===== src/rtl/common_pkg.sv =====
`default_nettype none
// ============================================================================
//  Package     : common
//  Description : Shared bus request/response types, access sizes and the
//                memory-port arbiter state encoding.
//  Revision    : 1.0 - initial release
// ============================================================================
package common;

    // Access size encoding carried on the data bus request
    typedef enum logic [2:0] {
        MSIZE1 = 3'd0,
        MSIZE2 = 3'd1,
        MSIZE4 = 3'd2,
        MSIZE8 = 3'd3
    } msize_t;

    typedef struct packed {
        logic        valid;
        logic [31:0] addr;
    } ibus_req_t;

    typedef struct packed {
        logic        addr_ok;
        logic        data_ok;
        logic [31:0] data;
    } ibus_resp_t;

    typedef struct packed {
        logic        valid;
        logic [31:0] addr;
        msize_t      size;
        logic [7:0]  strobe;
        logic [63:0] data;
    } dbus_req_t;

    typedef struct packed {
        logic        addr_ok;
        logic        data_ok;
        logic [63:0] data;
    } dbus_resp_t;

    // Arbiter states: idle, fetch port granted, memory-stage port granted
    typedef enum logic [1:0] {
        IDLE    = 2'd0,
        GRANT_I = 2'd1,
        GRANT_D = 2'd2
    } arb_state_t;

endpackage : common
`default_nettype wire


===== src/rtl/mem_port_arbiter.sv =====
`default_nettype none
// ============================================================================
//  Module      : mem_port_arbiter
//  Description : Shares one downstream memory port between the fetch bus and
//                the memory-stage bus. Data bus has priority, bounded by a
//                starvation counter that forces an ibus grant after
//                STARVE_LIMIT consecutive dbus grants while ibus waits.
//  Revision    : 1.0 - initial release
// ============================================================================
module mem_port_arbiter
    import common::*;
#(
    parameter int STARVE_LIMIT = 4
) (
    input  logic       clk,
    input  logic       reset,
    input  ibus_req_t  ireq,
    output ibus_resp_t iresp,
    input  dbus_req_t  dreq,
    output dbus_resp_t dresp,
    output dbus_req_t  oreq,
    input  dbus_resp_t oresp,
    output logic       busy
);

    localparam int          C_CNT_W = $clog2(STARVE_LIMIT + 1);
    localparam logic [C_CNT_W-1:0] C_LIMIT = C_CNT_W'(STARVE_LIMIT);

    arb_state_t         state_q, state_d;
    logic [C_CNT_W-1:0] starve_q, starve_d;
    dbus_req_t          req_q, req_d;

    // State, starvation counter and latched request registers
    always_ff @(posedge clk or posedge reset) begin
        if (reset) begin
            state_q  <= IDLE;
            starve_q <= '0;
            req_q    <= '0;
        end else begin
            state_q  <= state_d;
            starve_q <= starve_d;
            req_q    <= req_d;
        end
    end

    // Next-state: arbitrate in IDLE, hold the grant until data_ok
    always_comb begin
        state_d  = state_q;
        starve_d = starve_q;
        req_d    = req_q;
        unique case (state_q)
            IDLE: begin
                if (dreq.valid && ((starve_q < C_LIMIT) || !ireq.valid)) begin
                    state_d = GRANT_D;
                    req_d   = dreq;
                    // Only count dbus wins that actually made ibus wait
                    if (ireq.valid && (starve_q != C_LIMIT)) begin
                        starve_d = starve_q + C_CNT_W'(1);
                    end
                end else if (ireq.valid) begin
                    state_d  = GRANT_I;
                    starve_d = '0;
                    req_d    = '{valid: 1'b1, addr: ireq.addr, size: MSIZE4,
                                 strobe: 8'h00, data: 64'h0};
                end
            end
            GRANT_I, GRANT_D: begin
                if (oresp.data_ok) begin
                    state_d = IDLE;
                end
            end
            default: state_d = IDLE;
        endcase
    end

    // Output steering: downstream request and responses follow the grant
    always_comb begin
        oreq  = '0;
        iresp = '0;
        dresp = '0;
        busy  = (state_q != IDLE);
        if (state_q != IDLE) begin
            oreq = req_q;
        end
        if (state_q == GRANT_I) begin
            iresp.addr_ok = oresp.addr_ok;
            iresp.data_ok = oresp.data_ok;
            // Fetch is 32 bits wide; pick the word within the 64-bit beat
            iresp.data    = req_q.addr[2] ? oresp.data[63:32] : oresp.data[31:0];
        end
        if (state_q == GRANT_D) begin
            dresp.addr_ok = oresp.addr_ok;
            dresp.data_ok = oresp.data_ok;
            dresp.data    = oresp.data;
        end
    end

endmodule : mem_port_arbiter
`default_nettype wire


===== config.mk =====
export PLATFORM = sky130hd
export DESIGN_NAME = mem_port_arbiter
export DESIGN_NICKNAME = d
export VERILOG_FILES = /design/src/rtl/common_pkg.sv /design/src/rtl/mem_port_arbiter.sv
export SDC_FILE = /design/constraint.sdc
export NUM_CORES = 1
export LEC_CHECK = 0
export ABC_CLOCK_PERIOD_IN_PS = 4950
export CAP_MARGIN = 0
export CORE_AREA = 4 4 162 164
export DETAILED_ROUTE_END_ITERATION = 12
export DIE_AREA = 0 0 166 168
export PLACE_DENSITY = 0.69
export SLEW_MARGIN = 10
export SYNTH_ARGS = -nofsm -noshare
export SYNTH_HDL_FRONTEND = slang
export SYNTH_SLANG_ARGS = --single-unit

===== constraint.sdc =====
create_clock -name clk -period 4.95 [get_ports clk]
set_input_delay 0.495 -clock clk [delete_from_list [all_inputs] [get_ports clk]]
set_output_delay 0.495 -clock clk [all_outputs]
set_load 0.05 [all_outputs]

==> out/qor.csv <==
stage,metric,value,unit
layout,fillers,2373,
layout,fin_area,11800,um2
clocking,cts.hold.buffers_added,0,
floorplanning,die_w,166,um
synthesis,synth.top_cell.area_share,41.3,%
placement,dp_slack,1.84,ns
clocking,cts_resized,0,
synthesis,synth_edf_count,0,
timing,tightest_slew,1.09,ns
timing,fin_crit_sh,70.8,%
timing,finClkSkew,0.0113,ns
global_route,grt_max_degree,77,
timing,setup_ws,1.44,ns
layout,syn_to_final_growth,71.6,%
floorplanning,core_area,24900,um2
layout,multiInputGateArea,3590,um2
clocking,cts_buffer_depth,2,
layout,final_cell_mix,"417 x clkdlybuf4s50_1, 140 x nor2b_1, 138 x nand2_1",
route,postRouteWirelength,26500,um
clocking,clk_pin_slew,0.06,ns
global_route,antenna_found_initial,0,
job,cap_violations,0,
clocking,clk_latency,0.42,ns
clocking,h-tree-depth,4,
layout,post-route-util,47.2,%
power_and_ir_drop,vdd_drop_max,423,uV
timing,setup_viol,0,
clocking,cts_buffers,17,
floorplanning,boundaryPins,418,
synthesis,synth_area_leaders,"dfrtp_1 41%, nor2b_1 13%, nand2_1 7.6%, and2_1 6.3%, nand3_1 5.6%",
clocking,clockRootBuffer,clkbuf_16,
worst_setup_path,worstSetupPathType,flop to output port,
clocking,cts_tree,yes,
layout,layout_commonest_cell,clkdlybuf4s50_1,
synthesis,syn-num-nets,1026,
synthesis,synth.distinct_cells,31,
layout,drive_gt1_share,7.68,%
global_route,grt_usage,18.3,%
outcome,status,"complete, no violations",
synthesis,syn_area,6850,um2
power_and_ir_drop,p_per_area,735,nW/um2
timing,finalCriticalPeriod,3.51,ns
route,viasPerCell,4.51,
synthesis,seq_area_frac_synth,41.3,%
synthesis,ys_ff_latch,113,
placement,gp_congestion,0.879,
hold_path,hold_path.class,flop to flop,
floorplanning,core.rowCount,58,
synthesis,syn_area_per_cell,8.44,um2
timing,setup_tns,0,ns
global_route,grt_pass1_vias,6842,
route,drt-initial-drc-count,408,
worst_setup_path,cp-end-kind,output port,
clocking,cts_sinks,113,
route,num_vias,6885,
clocking,post_cts_buffers,0,
route,first_pass_iters,5,
global_route,grt_pass1_wl,40700,um
timing,slew_headroom,27.1,%
placement,port_buffers,417,
worst_setup_path,crit_required,4.45,ns
layout,nets,1399,
power_and_ir_drop,leakagePower,4.77,nW
route,final_antenna_net_count,0,
layout,seqCellArea,2830,um2
placement,dp_hpwl,19800,um
floorplanning,start_util,27.5,%
worst_setup_path,cp_max_fo,74,
route,wl_per_cell,17.4,um
synthesis,synthCells,812,
floorplanning,die-area,27900,um2
placement,dpl_cell_area,11100,um2
synthesis,synth_top_area_cell,dfrtp_1,
timing,slew_viol_final,0,
synthesis,ys_warn_count,0,
global_route,grt-ovfl-total,0,
worst_setup_path,worstPathArrival,3.01,ns
timing,timing.final.hold_violations,0,
timing,rsz0062_at_grt,no,
timing,fmax,0.285,GHz
floorplanning,die_h,168,um
layout,diodes,0,
route,post-route-drc-count,0,
synthesis,synth_ff_type,dfrtp_1,
worst_setup_path,cp-start-kind,flop,
synthesis,ys_async_sr_fraction,100,%
power_and_ir_drop,power,8.64,mW
through the flow:
| step | hold slack, ns | cells |
|---|---|---|
| final | 0.459 | 1528 |
| after global routing | 0.484 | 1528 |
| after CTS | 0.467 | 1528 |
| after detailed placement | 0.449 | 1496 |
| after global placement | 0.445 | 1496 |
| after floorplan | 0.431 | 812 |
routing by layer:
metal / track usage [%] / wire length, um
met1: 23.6 / 11700
met2: 30.6 / 12900
met3: 4.48 / 1580
met4: 4.99 / 403
met5: 0 / 0
synth_stat cells, types with 2 or more instances:
cell	count
a31oi_1	32
buf_1	2
mux2i_1	32
and2_1	69
inv_1	7
o21ai_2	40
nand2_1	139
buf_4	5
buf_6	2
buf_12	5
ha_1	5
nor2_1	33
dfrtp_1	113
nand3_1	77
clkbuf_1	33
o21ai_0	37
clkbuf_2	3
buf_2	25
nor2b_1	140
a21oi_1	2
worst max-delay path, cell delays in order, from the launching register on:
cell and delay [ns]:
dfrtp_1 0.40, inv_1 0.16, ha_4 0.66, buf_4 0.46, nor2b_1 0.10, clkdlybuf4s50_1 0.71
cells by family after synthesis:
logic type	synth area share [%]
AOI/OAI and AO/OA	11.6
muxes	4.84
DFF	41.3
adders and majority gates	0.913
and+or+nand+nor	34.7
buffers and inverters	6.68
final timing paths:
path / start / slack, ns / cells after the start / end
worst max-delay path: state_q[0]$_DFFE_PP0P_ / 1.44 / 5 / oreq[11]
worst min-delay path: req_q[107]$_DFFE_PP0P_ / 0.46 / 1 / req_q[107]$_DFFE_PP0P_
worst max register to register: state_q[0]$_DFFE_PP0P_ / 1.90 / 5 / req_q[98]$_DFFE_PP0P_
worst min register to register: req_q[107]$_DFFE_PP0P_ / 0.46 / 1 / req_q[107]$_DFFE_PP0P_
max in group asynchronous: reset / 3.45 / 3 / req_q[77]$_DFFE_PP0P_
min in group asynchronous: reset / 0.52 / 2 / req_q[3]$_DFFE_PP0P_
registers in the layout, summed over array words and instances, names as in the netlist:
| name | cells |
|---|---|
| starve_q | 3 |
| state_q | 2 |
| req_q | 108 |
area by class of cell:
type / instances / share of cell area (%)
Clock inverter: 14 / 1.61
Sequential cell: 113 / 24.1
Timing Repair Buffer: 429 / 36.4
Tap cell: 330 / 3.51
Clock buffer: 18 / 3.65
Multi-Input combinational cell: 617 / 30.6
Inverter: 7 / 0.245
power breakdown:
part	total [mW]	internal [mW]	switching (mW)
Combinational	5.65	1.91	3.74
Clock	1.29	0.840	0.449
Sequential	1.70	1.38	0.318
No activity file was read; power rests on OpenSTA's default activity.
